==> src/rtl/arf_pkg.sv <==
// arf_pkg: shared constants and types for the ARF frame loader.
//   ARF_DATA_W / ARF_LANES : default sample width and samples per frame
//   arf_sample_t           : one sample
//   arf_frame_t            : one unpacked frame of samples
//   bank_sel_t             : selects one of the two ping-pong banks
package arf_pkg;

  localparam int ARF_DATA_W = 16;
  localparam int ARF_LANES  = 8;

  typedef logic [ARF_DATA_W-1:0] arf_sample_t;
  typedef arf_sample_t           arf_frame_t [ARF_LANES];
  typedef logic                  bank_sel_t;

endpackage

==> src/rtl/arf_frame_bank.sv <==
// arf_frame_bank: one LANES x DATA_W register bank with a full flag.
// Ports:
//   clk, rst          clock, synchronous active-high reset
//   wr_en, wr_idx     write wr_data into lane wr_idx
//   wr_data           sample to store
//   set_full          mark the bank as holding a complete frame
//   clr_full          release the bank after the consumer takes it
//   full              bank holds a complete frame
//   lanes             bank contents, lane i at [i*DATA_W +: DATA_W]
module arf_frame_bank #(
  parameter int DATA_W = 16,
  parameter int LANES  = 8,
  parameter int IDX_W  = $clog2(LANES)
) (
  input  logic                    clk,
  input  logic                    rst,
  input  logic                    wr_en,
  input  logic [IDX_W-1:0]        wr_idx,
  input  logic [DATA_W-1:0]       wr_data,
  input  logic                    set_full,
  input  logic                    clr_full,
  output logic                    full,
  output logic [LANES*DATA_W-1:0] lanes
);

  logic [DATA_W-1:0] mem [LANES];

  always_ff @(posedge clk) begin
    if (rst) begin
      full <= 1'b0;
      for (int i = 0; i < LANES; i++) mem[i] <= '0;
    end else begin
      if (wr_en) mem[wr_idx] <= wr_data;
      // The top never sets and clears the same bank in one cycle: a bank
      // being filled is empty, a bank being popped is full.
      if (set_full)      full <= 1'b1;
      else if (clr_full) full <= 1'b0;
    end
  end

  genvar gi;
  generate
    for (gi = 0; gi < LANES; gi++) begin : g_pack
      assign lanes[gi*DATA_W +: DATA_W] = mem[gi];
    end
  endgenerate

endmodule

==> src/rtl/arf_frame_loader.sv <==
// arf_frame_loader: collects serial samples into LANES-wide frames using two
// ping-pong banks and presents complete frames to the ARF datapath.
// Ports:
//   clk, rst          clock, synchronous active-high reset
//   s_data/s_valid/s_ready   sample input handshake
//   flush             drop the partially filled frame (wins over an accept)
//   f_data/f_valid/f_ready   frame output handshake; lane 0 = first sample
//   fill_idx          next lane to be written in the fill bank
//   f_id              (only with ARF_FRAME_ID_EN) 8-bit frame sequence tag
// Optional feature macro: ARF_FRAME_ID_EN.
module arf_frame_loader
  import arf_pkg::*;
#(
  parameter int DATA_W = ARF_DATA_W,
  parameter int LANES  = ARF_LANES,
  parameter int IDX_W  = $clog2(LANES)
) (
  input  logic                    clk,
  input  logic                    rst,
  input  logic [DATA_W-1:0]       s_data,
  input  logic                    s_valid,
  output logic                    s_ready,
  input  logic                    flush,
  output logic [LANES*DATA_W-1:0] f_data,
  output logic                    f_valid,
  input  logic                    f_ready,
  output logic [IDX_W-1:0]        fill_idx
`ifdef ARF_FRAME_ID_EN
  ,
  output logic [7:0]              f_id
`endif
);

  bank_sel_t               wr_ptr_reg;
  bank_sel_t               rd_ptr_reg;
  logic [IDX_W-1:0]        fill_idx_reg;
  logic                    full_vec  [2];
  logic [LANES*DATA_W-1:0] lanes_vec [2];

  logic accept;
  logic complete;
  logic pop;

  // All handshake outputs come straight from registered state, so f_ready
  // never reaches s_ready combinationally.
  assign s_ready  = !full_vec[wr_ptr_reg];
  assign f_valid  = full_vec[rd_ptr_reg];
  assign f_data   = lanes_vec[rd_ptr_reg];
  assign fill_idx = fill_idx_reg;

  assign accept   = s_valid && s_ready && !flush;
  assign complete = accept && (fill_idx_reg == IDX_W'(LANES - 1));
  assign pop      = f_valid && f_ready;

  genvar gi;
  generate
    for (gi = 0; gi < 2; gi++) begin : g_bank
      arf_frame_bank #(
        .DATA_W (DATA_W),
        .LANES  (LANES),
        .IDX_W  (IDX_W)
      ) u_bank (
        .clk      (clk),
        .rst      (rst),
        .wr_en    (accept   && (wr_ptr_reg == bank_sel_t'(gi))),
        .wr_idx   (fill_idx_reg),
        .wr_data  (s_data),
        .set_full (complete && (wr_ptr_reg == bank_sel_t'(gi))),
        .clr_full (pop      && (rd_ptr_reg == bank_sel_t'(gi))),
        .full     (full_vec[gi]),
        .lanes    (lanes_vec[gi])
      );
    end
  endgenerate

  always_ff @(posedge clk) begin
    if (rst) begin
      wr_ptr_reg   <= 1'b0;
      rd_ptr_reg   <= 1'b0;
      fill_idx_reg <= '0;
    end else begin
      // Stale lanes of a flushed frame need no clearing: every lane is
      // rewritten before the bank can be marked full again.
      if (flush) begin
        fill_idx_reg <= '0;
      end else if (accept) begin
        if (complete) begin
          fill_idx_reg <= '0;
          wr_ptr_reg   <= ~wr_ptr_reg;
        end else begin
          fill_idx_reg <= fill_idx_reg + IDX_W'(1);
        end
      end
      if (pop) rd_ptr_reg <= ~rd_ptr_reg;
    end
  end

`ifdef ARF_FRAME_ID_EN
  logic [7:0] frame_cnt_reg;
  logic [7:0] id_tag_reg [2];

  assign f_id = id_tag_reg[rd_ptr_reg];

  always_ff @(posedge clk) begin
    if (rst) begin
      frame_cnt_reg <= '0;
      id_tag_reg[0] <= '0;
      id_tag_reg[1] <= '0;
    end else if (complete) begin
      id_tag_reg[wr_ptr_reg] <= frame_cnt_reg;
      frame_cnt_reg          <= frame_cnt_reg + 8'd1;
    end
  end
`endif

endmodule
==> config.mk <==
export PLATFORM = sky130hd
export DESIGN_NAME = arf_frame_loader
export DESIGN_NICKNAME = d
export VERILOG_FILES = /design/src/rtl/arf_pkg.sv /design/src/rtl/arf_frame_bank.sv /design/src/rtl/arf_frame_loader.sv
export SDC_FILE = /design/constraint.sdc
export NUM_CORES = 1
export LEC_CHECK = 0
export CAP_MARGIN = 20
export CORE_ASPECT_RATIO = 1.25
export CORE_MARGIN = 2
export CORE_UTILIZATION = 47
export CTS_BUF_LIST = sky130_fd_sc_hd__clkbuf_8
export CTS_CLUSTER_DIAMETER = 50
export DETAILED_ROUTE_END_ITERATION = 10
export PLACE_DENSITY = 0.66
export SETUP_SLACK_MARGIN = 0.4
export SLEW_MARGIN = 5
export SYNTH_ARGS = -nofsm -noshare
export SYNTH_HDL_FRONTEND = slang
export SYNTH_HIERARCHICAL = 1
export SYNTH_SLANG_ARGS = --single-unit
==> constraint.sdc <==
create_clock -name clk -period 4.8 [get_ports clk]
set_clock_uncertainty 0.05 [all_clocks]
set_input_delay 1.44 -clock clk [delete_from_list [all_inputs] [get_ports clk]]
set_output_delay 1.44 -clock clk [all_outputs]
set_load 0.03 [all_outputs]
==> results.yml, run 1 <==
pwr:
  finalPower_w: 0.00491
  leakagePower_nw: 5.01
  p_per_area_nw_per_um2: 343
  vdd_drop_max_v: 0.000324
final_layout:
  final_cell_mix: "nor2_1, edfxtp_1, clkdlybuf4s50_1, mux2_1, mux2_2"
  fillers: 1992
  area_growth_pct: 24.1
  largest_reg_flops: 256
  drive_gt1_frac: 0.155
  layout_commonest_cell: "nor2_1"
  layout.nets: 1026
synth:
  synth_area_um2: 11600
  synth_area_leader_cell: "edfxtp_1"
  yosys-top-cells-area: "edfxtp_1, nor2_1, mux2_1"
  ys_ff_latch: 263
  ys_seq_area_frac: 0.677
  syn-num-nets: 862
  netlist_instances: 839
  syn_area_per_cell_um2: 13.8
  synth_top_area_share: 0.665
  ys_types: 29
  yosysWarnings: 6
setup_path:
  path_cells: "buf_12 > mux2_1 > clkdlybuf4s50_1"
  required_ns: 3.31
  reg2reg_from: "fill_idx[2]$_SDFFE_PP0N_"
  endpoint_kind: "primary output"
  worstPathArrival_ns: 2.62
  rrSetupSlack_ns: 2.49
  path_max_fanout: 133
  critPathKind: "flop to primary output"
  r2r_end: "g_bank[1].u_bank/mem[6][9]$_SDFFCE_PN0P_"
  cp_slowest_cell: "clkdlybuf4s50_1"
  critPathTopFamily: "buffers and inverters"
  rr_worst_depth: 4
  max_stage_delay_ns: 0.62
  cp_num_buf_inv: 2
  startpoint_type: "flop"
cts:
  cts_buffers: 41
  cts_root_buf: "clkbuf_8"
  clockBufferDepth: 3
  cts_tree: "done"
  clk_pin_slew_ns: 0.06
  ctsHoldBuffers: 0
  cts_resized: 0
  worstSkewPairLatency_ns: 0.52
  cts_sinks: 263
  cts.htree.levels: 2
  post-cts-setup-buffers: 0
min_path:
  hold_depth: 2
  min_to: "g_bank[0].u_bank/full$_SDFFE_PP0P_"
  min_path_type: "flop to flop"
  hp-start: "g_bank[0].u_bank/full$_SDFFE_PP0P_"
drt:
  drtIter0Drc: 642
  detail_route.drc_violations: 0
  final_antenna_net_count: 0
  drtPass1Iterations: 5
  wire_per_inst_um: 22.6
  drt-total-wl_um: 30800
  vias: 7544
  vias_per_cell: 5.54
global_route:
  grt_pass1_wl_um: 45200
  grt-ovfl-total: 0
  grt.total_usage: 0.240
  antenna_found_initial: 1
  grt_pass1_vias: 7612
  grt_max_degree: 134
floorplanning:
  io_pins: 154
  start_util: 0.475
  die_w_um: 144
  core_area_um2: 24300
  fp.dieArea_um2: 25900
  dieHeight_um: 179
  rows: 64
sta:
  min_period_ns: 4.11
  setup_ws_ns: 0.689
  max-slew-margin-rel: 0.388
  finalSetupViolCount: 0
  setup_tns_ns: 0
  hold_violations: 0
  fin_crit_sh: 0.856
  rsz0062_at_grt: "no"
  whs_ns: 0.482
  worst_slew_pin_slew_ns: 0.918
  max_clock_freq_mhz: 243
  timing_max_transition_violations_final: 0
place:
  dpl_worst_slack_ns: 0.921
  io_buffers: 153
  gp_congestion: 0.830
  dpl.hpwl_um: 20000
run:
  drv_cap: 0
outcome:
  status: "finished clean"
worst max path at each step:
stage	to	cells past startpoint	start
5_1_grt	f_data[63]	3	rd_ptr_reg$_SDFFE_PP0P_
6_report	f_data[86]	3	rd_ptr_reg$_SDFFE_PP0P_
4_1_cts	f_data[63]	3	rd_ptr_reg$_SDFFE_PP0P_
3_3_place_gp	g_bank[1].u_bank/mem[6][14]$_SDFFCE_PN0P_	7	flush
2_1_floorplan	g_bank[1].u_bank/mem[7][0]$_SDFFCE_PN0P_	6	flush
3_5_place_dp	g_bank[1].u_bank/mem[6][15]$_SDFFCE_PN0P_	7	flush
cell usage after synthesis:
cell type	count
nand4b_1	34
nor2_1	257
and3b_1	1
and2_1	1
and3_1	1
buf_2	21
o21ai_1	4
nand4bb_1	32
mux2_2	60
ha_1	2
edfxtp_1	256
or2_2	2
nor3b_1	1
inv_1	3
a211oi_1	2
a211oi_2	1
a31oi_1	1
dfxtp_1	7
inv_2	1
nand2_1	6
nand2b_1	9
nor2b_1	1
mux2_4	1
a21oi_1	2
mux2_1	68
nor3_1	4
or4_4	1
o21bai_1	16
clkbuf_1	44
power by group:
| part | leakage (nW) | switching [W] | total (W) | internal [W] |
|---|---|---|---|---|
| Clock | 0.459 | 0.000859 | 0.00193 | 0.00107 |
| Sequential | 2.71 | 0.0000203 | 0.00261 | 0.00259 |
| Combinational | 1.84 | 0.000229 | 0.000371 | 0.000142 |
| Total | 5.01 | 0.00111 | 0.00491 | 0.00381 |
cells by family (layout without fill, tap and decap cells):
kind of cell    count (synthesis)  in the layout  share of synthesized area
flops                         263            263                      0.677
buf+inv                        69            261                     0.0247
other cells                     0              1                          0
simple gates                  350            350                      0.154
compound gates                 26             26                     0.0159
mux                           129            129                      0.126
fa+ha+maj                       2              2                    0.00216
cell type report:
cell class / instances / area (um^2) / area share
clock buffers: 41 / 564 / 0.0393
clock inverters: 30 / 272 / 0.0189
diodes: 1 / 2.50 / 0.000174
repair buffers: 186 / 1790 / 0.125
inverters: 4 / 15.0 / 0.00105
flip-flops and latches: 263 / 7830 / 0.546
well taps: 330 / 413 / 0.0288
multi-input cells: 507 / 3460 / 0.241
worst min-delay path: cells and delay by family (launching register included):
| kind | cells | cell delay, ns |
|---|---|---|
| flops | 1 | 0.35 |
| simple gates | 1 | 0.08 |
| compound gates | 1 | 0.05 |
metal layers:
metal  up-vias  wire (um)  share of wire  GRT usage
met4         0        854          0.028     0.0837
met1      3788      12000           0.39      0.298
met5         -          0              0          0
met2       323      15700           0.51      0.421
li1       3376          -              -          -
met3        57       2200          0.071     0.0468
metrics by stage:
step,area (um^2),std cells,utilization
finish,14300,1362,0.589
global route,14300,1361,0.589
CTS,14300,1361,0.589
detailed placement,13500,1290,0.555
global placement,13500,1290,0.555
floorplan,11600,839,-
(Power assumes the default switching activity.)
==> run 2: changes to the inputs <==
--- a/config.mk
+++ b/config.mk
@@ -8,11 +8,13 @@
 export CAP_MARGIN = 20
 export CORE_ASPECT_RATIO = 1.25
 export CORE_MARGIN = 2
-export CORE_UTILIZATION = 47
+export CORE_UTILIZATION = 38
 export CTS_BUF_LIST = sky130_fd_sc_hd__clkbuf_8
 export CTS_CLUSTER_DIAMETER = 50
 export DETAILED_ROUTE_END_ITERATION = 10
-export PLACE_DENSITY = 0.66
+export MAX_ROUTING_LAYER = met4
+export PLACE_DENSITY = 0.55
+export REMOVE_ABC_BUFFERS = 1
 export SETUP_SLACK_MARGIN = 0.4
 export SLEW_MARGIN = 5
 export SYNTH_ARGS = -nofsm -noshare
==> results.yml, run 2 (same netlist as run 1, synthesis figures left out) <==
sta:
  timing_max_transition_violations_final: 0
  max-slew-margin-rel: 0.368
  max_clock_freq_mhz: 244
  finalSetupViolCount: 0
  min_period_ns: 4.10
  whs_ns: 0.494
  hold_violations: 0
  worst_slew_pin_slew_ns: 0.948
  rsz0062_at_grt: "no"
  fin_crit_sh: 0.854
drt:
  drt-total-wl_um: 32500
  detail_route.drc_violations: 0
  vias: 7420
  drtIter0Drc: 438
  vias_per_cell: 5.19
  final_antenna_net_count: 0
  wire_per_inst_um: 22.8
  drtPass1Iterations: 5
setup_path:
  critPathKind: "flop to primary output"
  path_max_fanout: 28
  endpoint_kind: "primary output"
  required_ns: 3.31
  startpoint_type: "flop"
  worstPathArrival_ns: 2.61
cts:
  cts.htree.levels: 2
  cts_tree: "done"
  post-cts-setup-buffers: 0
  clk_pin_slew_ns: 0.06
  worstSkewPairLatency_ns: 0.53
  cts_root_buf: "clkbuf_8"
  cts_resized: 0
  cts_sinks: 263
  ctsHoldBuffers: 0
  cts_buffers: 42
  clockBufferDepth: 3
pwr:
  vdd_drop_max_v: 0.000197
  p_per_area_nw_per_um2: 324
  leakagePower_nw: 5.04
min_path:
  min_path_type: "flop to flop"
global_route:
  grt_pass1_wl_um: 47600
  grt_pass1_vias: 7601
  antenna_found_initial: 0
  grt_max_degree: 72
  grt-ovfl-total: 0
  grt.total_usage: 0.208
floorplanning:
  dieHeight_um: 199
  io_pins: 154
  start_util: 0.385
  rows: 71
  die_w_um: 160
  core_area_um2: 30000
  fp.dieArea_um2: 31800
place:
  dpl.hpwl_um: 20600
  gp_congestion: 0.771
  placed_cells: 1359
  io_buffers: 153
final_layout:
  drive_gt1_frac: 0.164
  layout_commonest_cell: "nor2_1"
  layout.nets: 1026
  area_growth_pct: 24.7
  utilization: 0.480
  diodes: 0
  largest_reg_flops: 256
  final_cell_mix: "nor2_1, edfxtp_1, clkdlybuf4s50_1, mux2_1, mux2_2"
  final_cell_count_no_fill: 1430
outcome:
  status: "finished clean"
run:
  drv_cap: 0
## run 2: changes by cell type in the layout (fill, tap and decap cells not counted), sizes merged
| cell | change |
|---|---|
| inv | +7 |
| bufinv | -5 |
| clkbuf | +4 |
| clkinv | -4 |
| clkinvlp | -3 |
| buf | -1 |
| diode | -1 |
## run 2: where the power goes
part | internal (W) | switching [W]
logic | 0.000146 | 0.000232
clock network | 0.000852 | 0.000833
registers | 0.00259 | 0.0000188
total | 0.00359 | 0.00108
## run 2: final timing paths
kind / start / end / slack, ns / cells past startpoint
hold reg to reg: g_bank[0].u_bank/full$_SDFFE_PP0P_ / g_bank[0].u_bank/full$_SDFFE_PP0P_ / 0.49 / 2
setup reg to reg: fill_idx[1]$_SDFFE_PP0N_ / g_bank[1].u_bank/mem[2][14]$_SDFFCE_PN0P_ / 2.35 / 3
hold / removal: g_bank[0].u_bank/full$_SDFFE_PP0P_ / g_bank[0].u_bank/full$_SDFFE_PP0P_ / 0.49 / 2
setup / recovery: rd_ptr_reg$_SDFFE_PP0P_ / f_data[72] / 0.70 / 3
## run 2: cell type report
| cell class | instances | area, um^2 |
|---|---|---|
| Clock buffer | 45 | 619 |
| Clock inverter | 25 | 95.1 |
| Fill cell | 2797 | 15600 |
| Inverter | 4 | 15.0 |
| Multi-Input combinational cell | 507 | 3530 |
| Sequential cell | 263 | 7830 |
| Tap cell | 401 | 502 |
| Timing Repair Buffer | 185 | 1820 |
## run 2: stage by stage
| step | total power, W | instance area, um^2 | setup slack (ns) | TNS [ns] |
|---|---|---|---|---|
| final | 0.00467 | 14400 | 0.702 | 0 |
| after global routing | 0.00484 | 14400 | 0.593 | 0 |
| after CTS | 0.00472 | 14400 | 0.452 | 0 |
| after detailed placement | 0.00304 | 13700 | 0.774 | 0 |
| after global placement | 0.00304 | 13700 | 0.801 | 0 |
| after floorplan | 0.00284 | 11300 | -0.838 | -153.60 |
## run 2: routing by layer
layer,share of wire,global-route usage,vias up,wire length [um]
met4,0.028,0.0754,0,913
met5,0,-,-,0
met1,0.42,0.258,3749,13800
li1,-,-,3377,-
met2,0.50,0.350,236,16200
met3,0.049,0.0319,58,1610
## run 2: worst max-delay path, cell delays in order (launching register included)
cell and delay (ns):
dfxtp_4 0.59, buf_4 0.44, mux2_1 0.42, clkdlybuf4s50_1 0.61
